[config.mk]
export PLATFORM = sky130hd
export DESIGN_NAME = timer_apb_master
export DESIGN_NICKNAME = d
export VERILOG_FILES = /design/src/rtl/timer_apb_pkg.sv /design/src/rtl/apb_timeout_cnt.sv /design/src/rtl/timer_apb_master.sv
export SDC_FILE = /design/constraint.sdc
export NUM_CORES = 1
export LEC_CHECK = 0
export BUFFER_PORTS_ARGS = -buffer_cell sky130_fd_sc_hd__buf_2
export CORE_MARGIN = 3
export CORE_UTILIZATION = 40
export CTS_BUF_LIST = sky130_fd_sc_hd__clkbuf_4 sky130_fd_sc_hd__clkbuf_8
export CTS_CLUSTER_DIAMETER = 80
export CTS_CLUSTER_SIZE = 24
export DETAILED_ROUTE_END_ITERATION = 8
export PLACE_DENSITY = 0.77
export SLEW_MARGIN = 0
export SYNTH_ARGS = -nofsm -noshare
export SYNTH_HDL_FRONTEND = slang
export SYNTH_SLANG_ARGS = --single-unit
[constraint.sdc]
create_clock -name clk -period 3.29 [get_ports clk]
set_input_delay 0.658 -clock clk [delete_from_list [all_inputs] [get_ports clk]]
set_output_delay 0.658 -clock clk [all_outputs]
set_load 0.02 [all_outputs]
[src/rtl/timer_apb_pkg.sv]
// Shared definitions for the timer APB initiator, the timer register file and the bench.
package timer_apb_pkg;

   typedef enum logic [1:0] {
      IDLE   = 2'd0,
      SETUP  = 2'd1,
      ACCESS = 2'd2,
      RESP   = 2'd3
   } state_t;

   localparam logic [11:0] TCR   = 12'h000;
   localparam logic [11:0] TDR0  = 12'h004;
   localparam logic [11:0] TDR1  = 12'h008;
   localparam logic [11:0] TCMP0 = 12'h00C;
   localparam logic [11:0] TCMP1 = 12'h010;
   localparam logic [11:0] TIER  = 12'h014;
   localparam logic [11:0] TISR  = 12'h018;
   localparam logic [11:0] THCSR = 12'h01C;

   // Only word-aligned byte addresses reach the bus.
   function automatic logic addr_misaligned(input logic [1:0] lo);
      return lo != 2'b00;
   endfunction

endpackage

[src/rtl/apb_timeout_cnt.sv]
// Saturating wait-state counter; flags the cycle on which the count reaches the limit.
module apb_timeout_cnt #(
   parameter int unsigned CNT_W = 5
) (
   input  logic             clk,
   input  logic             rst,
   input  logic             clear,
   input  logic             enable,
   input  logic [CNT_W-1:0] limit,
   output logic             expired_c
);

   logic [CNT_W-1:0] cnt;
   logic [CNT_W-1:0] sat;

   // A zero limit disables expiry; the count then saturates at all-ones.
   assign sat = (limit == '0) ? '1 : limit;

   always_ff @(posedge clk or posedge rst) begin
      if (rst) begin
         cnt <= '0;
      end else if (clear) begin
         cnt <= '0;
      end else if (enable && (cnt != sat)) begin
         cnt <= cnt + CNT_W'(1);
      end
   end

   assign expired_c = enable && (limit != '0) && (cnt == limit - CNT_W'(1));

endmodule

[src/rtl/timer_apb_master.sv]
// APB initiator: single-beat host commands to APB transfers on the timer register file,
// with wait-state timeout abort and misaligned-address rejection.
module timer_apb_master
   import timer_apb_pkg::*;
#(
   parameter int unsigned ADDR_WIDTH     = 12,
   parameter int unsigned DATA_WIDTH     = 32,
   parameter int unsigned TIMEOUT_CYCLES = 16
) (
   input  logic                  clk,
   input  logic                  rst,
   input  logic                  cmd_valid,
   output logic                  cmd_ready,
   input  logic                  cmd_write,
   input  logic [ADDR_WIDTH-1:0] cmd_addr,
   input  logic [DATA_WIDTH-1:0] cmd_wdata,
   input  logic [3:0]            cmd_strb,
   output logic                  rsp_valid,
   input  logic                  rsp_ready,
   output logic [DATA_WIDTH-1:0] rsp_rdata,
   output logic                  rsp_err,
   output logic                  rsp_timeout,
   output logic                  psel,
   output logic                  penable,
   output logic                  pwrite,
   output logic [ADDR_WIDTH-1:0] paddr,
   output logic [DATA_WIDTH-1:0] pwdata,
   output logic [3:0]            pstrb,
   input  logic [DATA_WIDTH-1:0] prdata,
   input  logic                  pready,
   input  logic                  pslverr
);

   localparam int unsigned CNT_W = (TIMEOUT_CYCLES == 0) ? 1 : $clog2(TIMEOUT_CYCLES + 1);

   state_t state, state_nxt;
   logic   misalign_c;
   logic   cnt_clear, cnt_en, expired_c;

   logic                  cmd_ready_d, rsp_valid_d, rsp_err_d, rsp_timeout_d;
   logic                  psel_d, penable_d, pwrite_d;
   logic [ADDR_WIDTH-1:0] paddr_d;
   logic [DATA_WIDTH-1:0] pwdata_d, rsp_rdata_d;
   logic [3:0]            pstrb_d;

   assign misalign_c = addr_misaligned(cmd_addr[1:0]);
   assign cnt_en     = (state == ACCESS) && !pready;
   assign cnt_clear  = (state == RESP) && rsp_ready;

   apb_timeout_cnt #(.CNT_W(CNT_W)) u_timeout (
      .clk       (clk),
      .rst       (rst),
      .clear     (cnt_clear),
      .enable    (cnt_en),
      .limit     (CNT_W'(TIMEOUT_CYCLES)),
      .expired_c (expired_c)
   );

   always_ff @(posedge clk or posedge rst) begin
      if (rst) state <= IDLE;
      else     state <= state_nxt;
   end

   always_comb begin
      state_nxt = state;
      unique case (state)
         IDLE:    if (cmd_valid) state_nxt = misalign_c ? RESP : SETUP;
         SETUP:   state_nxt = ACCESS;
         ACCESS:  if (pready || expired_c) state_nxt = RESP;
         RESP:    if (rsp_ready) state_nxt = IDLE;
         default: state_nxt = IDLE;
      endcase
   end

   // Next values of every registered output; pready on the limit cycle completes normally.
   always_comb begin
      cmd_ready_d   = (state_nxt == IDLE);
      rsp_valid_d   = rsp_valid;
      rsp_err_d     = rsp_err;
      rsp_timeout_d = rsp_timeout;
      rsp_rdata_d   = rsp_rdata;
      psel_d        = psel;
      penable_d     = penable;
      pwrite_d      = pwrite;
      paddr_d       = paddr;
      pwdata_d      = pwdata;
      pstrb_d       = pstrb;
      unique case (state)
         IDLE: begin
            if (cmd_valid) begin
               paddr_d  = cmd_addr;
               pwrite_d = cmd_write;
               pwdata_d = cmd_wdata;
               pstrb_d  = cmd_write ? cmd_strb : 4'b0000;
               if (misalign_c) begin
                  rsp_valid_d   = 1'b1;
                  rsp_err_d     = 1'b1;
                  rsp_timeout_d = 1'b0;
                  rsp_rdata_d   = '0;
               end else begin
                  psel_d = 1'b1;
               end
            end
         end
         SETUP: penable_d = 1'b1;
         ACCESS: begin
            if (pready) begin
               psel_d        = 1'b0;
               penable_d     = 1'b0;
               rsp_valid_d   = 1'b1;
               rsp_err_d     = pslverr;
               rsp_timeout_d = 1'b0;
               rsp_rdata_d   = (!pwrite && !pslverr) ? prdata : '0;
            end else if (expired_c) begin
               psel_d        = 1'b0;
               penable_d     = 1'b0;
               rsp_valid_d   = 1'b1;
               rsp_err_d     = 1'b1;
               rsp_timeout_d = 1'b1;
               rsp_rdata_d   = '0;
            end
         end
         RESP: if (rsp_ready) rsp_valid_d = 1'b0;
         default: ;
      endcase
   end

   always_ff @(posedge clk or posedge rst) begin
      if (rst) begin
         cmd_ready   <= 1'b1;
         rsp_valid   <= 1'b0;
         rsp_err     <= 1'b0;
         rsp_timeout <= 1'b0;
         rsp_rdata   <= '0;
         psel        <= 1'b0;
         penable     <= 1'b0;
         pwrite      <= 1'b0;
         paddr       <= '0;
         pwdata      <= '0;
         pstrb       <= 4'b0000;
      end else begin
         cmd_ready   <= cmd_ready_d;
         rsp_valid   <= rsp_valid_d;
         rsp_err     <= rsp_err_d;
         rsp_timeout <= rsp_timeout_d;
         rsp_rdata   <= rsp_rdata_d;
         psel        <= psel_d;
         penable     <= penable_d;
         pwrite      <= pwrite_d;
         paddr       <= paddr_d;
         pwdata      <= pwdata_d;
         pstrb       <= pstrb_d;
      end
   end

endmodule

==> results.cfg, run 1 <==
[die]
initial_utilization_pct = 41.87
design.die.area_mm2 = 0.01045
die_h_um = 102.2
rows = 34
num_io_pins = 174
floorplan.core_area_mm2 = 0.008848
fp.dieW_um = 102.2

[cts]
clkTransAtPathRegs_ns = 0.10
clock_tree.root_cell = clkbuf_8
post_cts_buffers = 0
cts_inserted_buffers = 9
numClockSinks = 94
cts_resized = 0
cts_tree = done
cts_htree_levels = 3
cts_max_path_buffers = 2
cts-hold-fix-buffers = 0
clk-insertion-delay-late_ns = 0.36

[routing]
wl_per_cell_um = 14.19
ant_nets = 0
detailroute.via_count = 3014
dr.first_iter.drc_count = 71
detail_routed_via_count_per_cell = 4.822
drt-pass1-iter-count = 4
wl_um = 8870
drt_drc_violations_left = 0

[layout]
final_layout_size_suffix_gt1_share_pct = 39.07
flow.area_growth_from_synthesis_pct = 29.35
non_filler_instance_count_after_layout = 625
num_antenna_cells = 0
layout.cells.most_common = buf_2
multiInputGateArea_mm2 = 0.001187
fill_cells = 815
layout_common_cells = 173 x buf_2, 154 x nand2_1, 93 x dfrtp_1
area.sequential_mm2 = 0.002354
finish.net_count = 602

[synthesis]
yosys.area_share.adder_pct = 1.013
synth_seq_area_share_pct = 63.53
post_synth_and_or_nand_nor_area_fraction_pct = 18.78
xor_and_xnor_fraction_of_the_mapped_netlist_area_pct = 0
post_synth_instance_area_mm2 = 0.003705
synth.mux.area_fraction_pct = 1.081
synth-compound-area-share_pct = 10.94
synthesis.yosys.warnings = 0
postSynthCellCount = 346
yosys_register_bits = 94
synthDistinctLibCells = 31
largest_family_of_logic_cells_by_synthesized_area = simple AND/OR/NAND/NOR gates
syn-num-nets = 436
syn-mean-instance-area_um2 = 10.71

[job]
drv.max_cap_violation_count = 0

[global_routing]
antenna_found_initial = 0
wire_length_of_the_first_global_routing_pass_um = 13930
grt.overflow.total = 0
grt.total_usage_pct = 16.82
grt_pass1_vias = 3019
pin_count_of_the_biggest_net_entering_global_routing = 95

[timing]
max_clock_freq_ghz = 0.4138
final_period_minus_worst_setup_slack_ns = 2.416
post_route_clock_period_utilization_pct = 73.45
timing.clock.skew_ns = 0.01825
worst_slew_margin_rel_pct = 26.64
total_negative_slack_for_setup_checks_ns = 0
drv_slew = 0
number_of_hold_violations_in_the_final_report = 0
timing.final.setup_violations = 0
worstMarginPinSlew_ns = 1.100
rsz0062_at_grt = no

[worst_setup_path]
critical_path_arrival_ns = 2.71
crit_fanout = 34
r2r-end = rsp_rdata[17]
crit_path_most_repeated_cell = ha_1
timing.critical_path.cells = ha_1 -> and3_1 -> ha_1 -> or2_1 -> a22oi_4 -> a22o_1
critical_path_required_ns = 3.58
worst-setup-path-type = flip-flop to flip-flop
r2r_setup_slk_ns = 0.87
critical_path_buf_inv_count = 0
slowest_delay_ns = 0.72
worstRegToRegCells = 6
crit_path_start_kind = flip-flop
startpoint_of_the_lowest_slack_register_to_register_path = u_timeout.cnt[0]
slowest_stage = a22oi_4
cp_top_family = compound AO/OA/AOI/OAI gates
crit_path_end_kind = flip-flop

[min_path]
timing.hold.worst.start = pstrb[1]
hold_class = flip-flop to flip-flop
worst_hold_path.endpoint = pstrb[1]
min_delay_path_depth = 2

[placed_design]
placed_cells_incl_taps = 609
gp_congestion = 0.7390
placement.io_buffers = 173
hpwl_after_dpl_um = 6358

[pwr]
p_leak_uw = 0.002784
powerDensity_mw_per_mm2 = 997.9
max-vdd-ir-drop_mv = 0.4292

[outcome]
status = complete, no violations
==> flip-flops by register name, summed over array words and instances, names as in the netlist <==
register	count
rsp_err	1
cmd_ready	1
u_timeout.cnt	5
state	2
rsp_rdata	32
rsp_valid	1
psel	1
penable	1
paddr	12
pwrite	1
rsp_timeout	1
pstrb	4
pwdata	32
==> power breakdown <==
group,switching [uW],internal [uW],leakage [uW]
combinational,1320,731,0.00147
sequential,315,1670,0.00121
clock,446,300,0.000101
total,2080,2710,0.00278
==> cell type report <==
cell class | instances | share of cell area (%)
sequential | 94 | 49.11
inverter | 8 | 0.6789
clock inverter | 7 | 1.645
clock buffer | 9 | 2.585
multi-input combinational | 224 | 24.78
timing repair buffer | 175 | 18.38
tap | 108 | 2.820
==> layer usage <==
metal	GRT usage, %	vias up	part of all wire [%]
met5	0	-	0
met4	6.155	0	1.4
met3	4.778	12	6.2
met2	29.29	98	51
met1	19.80	1444	41
li1	-	1460	-
==> worst reg2reg max path: stages (launching register included) <==
cell and delay (ns):
dfrtp_1 0.44, ha_1 0.25, and3_1 0.19, ha_1 0.20, or2_1 0.29, a22oi_4 0.72, a22o_1 0.28
==> logic make-up after synthesis <==
kind of cell	Yosys count
flip-flops	94
multiplexers	4
AO/OA/AOI/OAI	46
buffers and inverters	28
AND/OR/NAND/NOR	171
adder cells (fa/ha/maj)	3
==> worst max-delay path by stage <==
stage                               end             start  slack [ns]  cells after the start
final                     rsp_rdata[17]  u_timeout.cnt[0]        0.87                      6
after global routing       rsp_rdata[6]  u_timeout.cnt[0]        0.73                      6
after CTS                 rsp_rdata[19]  u_timeout.cnt[0]        0.89                      6
after detailed placement  rsp_rdata[19]  u_timeout.cnt[0]        0.89                      6
after global placement    rsp_rdata[13]  u_timeout.cnt[0]        0.99                      6
after floorplan                paddr[0]               rst        0.18                      1
==> cells in the mapped netlist <==
library cell	number	area, um^2
buf_2	6	30.03
inv_1	7	26.28
dfrtp_1	93	2327
o31ai_1	1	7.510
o21ai_1	1	5.000
a21boi_0	2	15.01
o41a_2	1	12.51
a22oi_4	1	21.27
dfstp_2	1	26.28
or3b_1	1	8.760
mux2i_1	4	40.04
nor2b_2	1	8.760
clkbuf_1	6	22.52
nor2_1	2	7.510
nor2b_1	1	6.260
ha_1	3	37.54
o211ai_1	1	7.510
a21oi_1	3	15.01
o2bb2ai_2	1	15.01
or2_1	2	12.51
nor3b_2	2	25.02
buf_6	8	90.09
inv_2	1	3.750
nand3_1	5	25.02
a21boi_1	1	7.510
a32o_1	1	10.01
a22o_1	33	289.0
nand4bb_1	1	11.26
nand4_1	1	6.260
and3_1	1	6.260
nand2_1	154	578.1
==> through the flow <==
stage	setup slack, ns	total power (uW)	utilization, %	cell area (um^2)	hold slack (ns)
after floorplan	0.1850	3370	-	3705	0.4608
after global placement	0.9880	4007	51.87	4589	0.4442
after detailed placement	0.8871	4087	51.87	4589	0.4513
after CTS	0.8881	4834	54.16	4792	0.4561
after global routing	0.7312	5139	54.16	4792	0.4640
final	0.8736	4782	54.16	4792	0.4681
No activity file was read; power rests on OpenSTA's default activity.
==> run 2, diff against run 1 <==
--- a/config.mk
+++ b/config.mk
@@ -12,7 +12,7 @@
 export CTS_CLUSTER_DIAMETER = 80
 export CTS_CLUSTER_SIZE = 24
 export DETAILED_ROUTE_END_ITERATION = 8
-export PLACE_DENSITY = 0.77
+export PLACE_DENSITY = 0.74
 export SLEW_MARGIN = 0
 export SYNTH_ARGS = -nofsm -noshare
 export SYNTH_HDL_FRONTEND = slang
==> constraint.sdc (replaced) <==
create_clock -name clk -period 2.4 [get_ports clk]
set_input_delay 0.48 -clock clk [delete_from_list [all_inputs] [get_ports clk]]
set_output_delay 0.48 -clock clk [all_outputs]
set_load 0.02 [all_outputs]
==> run 2 against run 1 <==
Fmax rose by 22%. Worst setup slack got worse by 0.46 ns. Flip-flop and latch count did not move. Critical endpoint is now rsp_rdata[2].
==> results.cfg, run 2 (same netlist as run 1, synthesis figures left out) <==
[layout]
layout_common_cells = 173 x buf_2, 154 x nand2_1, 93 x dfrtp_1
final_layout_size_suffix_gt1_share_pct = 39.54
finish.net_count = 606
flow.area_growth_from_synthesis_pct = 31.91
reg_top3 = pwdata: 32 flops, rsp_rdata: 32 flops, paddr: 12 flops
num_antenna_cells = 0
layout.cells.most_common = buf_2

[placed_design]
detailedPlace.worstSlack_ns = 0.4348
placement.io_buffers = 173
gp_congestion = 0.7976
hpwl_after_dpl_um = 6661

[cts]
post_cts_buffers = 0
cts_tree = done
cts_htree_levels = 3
numClockSinks = 94
clock_tree.root_cell = clkbuf_8
cts-hold-fix-buffers = 0
cts_max_path_buffers = 2
cts_resized = 0
clk-insertion-delay-late_ns = 0.34
clkTransAtPathRegs_ns = 0.10
cts_inserted_buffers = 9

[worst_setup_path]
crit_path_most_repeated_cell = ha_1
r2r_setup_slk_ns = 0.42
slowest_stage = dfrtp_1
critical_path_buf_inv_count = 1
critical_path_required_ns = 2.68
crit_fanout = 34
crit_path_start_kind = flip-flop
cp_top_family = simple AND/OR/NAND/NOR gates
r2r-end = rsp_rdata[2]
slowest_delay_ns = 0.43
worstRegToRegCells = 7
startpoint_of_the_lowest_slack_register_to_register_path = u_timeout.cnt[0]
worst-setup-path-type = flip-flop to flip-flop
timing.critical_path.cells = ha_1 -> and3_1 -> ha_1 -> or2_1 -> a22oi_4 -> buf_12 -> a22o_1
crit_path_end_kind = flip-flop
critical_path_arrival_ns = 2.27

[routing]
ant_nets = 0
drt-pass1-iter-count = 4
detailroute.via_count = 3057
detail_routed_via_count_per_cell = 4.860
wl_per_cell_um = 14.48
dr.first_iter.drc_count = 71
wl_um = 9109
drt_drc_violations_left = 0

[die]
num_io_pins = 174
die_h_um = 102.2
initial_utilization_pct = 41.87
fp.dieW_um = 102.2
floorplan.core_area_mm2 = 0.008848
design.die.area_mm2 = 0.01045
rows = 34

[outcome]
status = complete, no violations

[pwr]
p_leak_uw = 0.002829
max-vdd-ir-drop_mv = 0.5014
powerDensity_mw_per_mm2 = 1384

[min_path]
hold_class = input pin to asynchronous set/reset pin

[global_routing]
grt_pass1_vias = 3020
wire_length_of_the_first_global_routing_pass_um = 14410
grt.overflow.total = 0
globalRouteMet2Util_pct = 29.54
gr-usage-met1_pct = 21.57
pin_count_of_the_biggest_net_entering_global_routing = 52
grt_use_met3_pct = 3.072
globalRoute.busiestLayer = met2
antenna_found_initial = 0
grt.total_usage_pct = 17.21

[timing]
final_period_minus_worst_setup_slack_ns = 1.982
post_route_clock_period_utilization_pct = 82.57
number_of_hold_violations_in_the_final_report = 0
timing.clock.skew_ns = 0.01070
max_clock_freq_ghz = 0.5046
worst_slack_ns = 0.4183
rsz0062_at_grt = no
worstMarginPinSlew_ns = 1.071
drv_slew = 0
timing.final.setup_violations = 0
total_negative_slack_for_setup_checks_ns = 0
final.hold.worst_slack_ns = 0.2329
worst_slew_margin_rel_pct = 28.62

[job]
drv.max_cap_violation_count = 0
-- run 2: routing by layer --
metal | vias to the layer above | wire length, um
li1 | 1475 | -
met1 | 1469 | 3778
met2 | 100 | 4642
met3 | 13 | 520
met4 | 0 | 167
met5 | - | 0
-- run 2: worst register-to-register path: cells and delay by family (launching register included) --
family | cells | cell delay, ns
flops | 1 | 0.43
simple gates | 2 | 0.48
fa+ha+maj | 2 | 0.44
buf+inv | 1 | 0.21
compound gates | 2 | 0.38
-- run 2: layout make-up --
| class | instances | area (um^2) |
|---|---|---|
| Clock inverter | 6 | 91.34 |
| Fill cell | 818 | 3961 |
| Sequential cell | 94 | 2354 |
| Tap cell | 108 | 135.1 |
| Clock buffer | 10 | 137.6 |
| Multi-Input combinational cell | 224 | 1187 |
| Timing Repair Buffer | 179 | 948.4 |
| Inverter | 8 | 33.78 |
-- run 2: how the worst max path moves through the flow --
stage                      from            end  slack [ns]  cells past startpoint
6_report       u_timeout.cnt[0]   rsp_rdata[2]        0.42                      7
5_1_grt        u_timeout.cnt[0]   rsp_rdata[3]        0.30                      7
3_5_place_dp   u_timeout.cnt[0]   rsp_rdata[4]        0.43                      7
2_1_floorplan  u_timeout.cnt[0]  rsp_rdata[16]        0.49                      8
4_1_cts        u_timeout.cnt[0]  rsp_rdata[22]        0.41                      7
3_3_place_gp   u_timeout.cnt[0]  rsp_rdata[12]        0.50                      7
-- run 2: report_power, final --
part	switching [uW]	total (uW)	leakage, uW	internal (uW)
logic	1800	2850	0.00150	1040
registers	437	2730	0.00121	2300
clock network	560	1180	0.000117	623
-- run 2: through the flow --
| step | std cells | util [%] | power, uW | area, um^2 |
|---|---|---|---|---|
| floorplan | 346 | - | 4621 | 3709 |
| global placement | 613 | 52.64 | 5545 | 4658 |
| detailed placement | 613 | 52.64 | 5651 | 4658 |
| CTS | 629 | 55.23 | 6848 | 4887 |
| global route | 629 | 55.23 | 7246 | 4887 |
| finish | 629 | 55.23 | 6764 | 4887 |
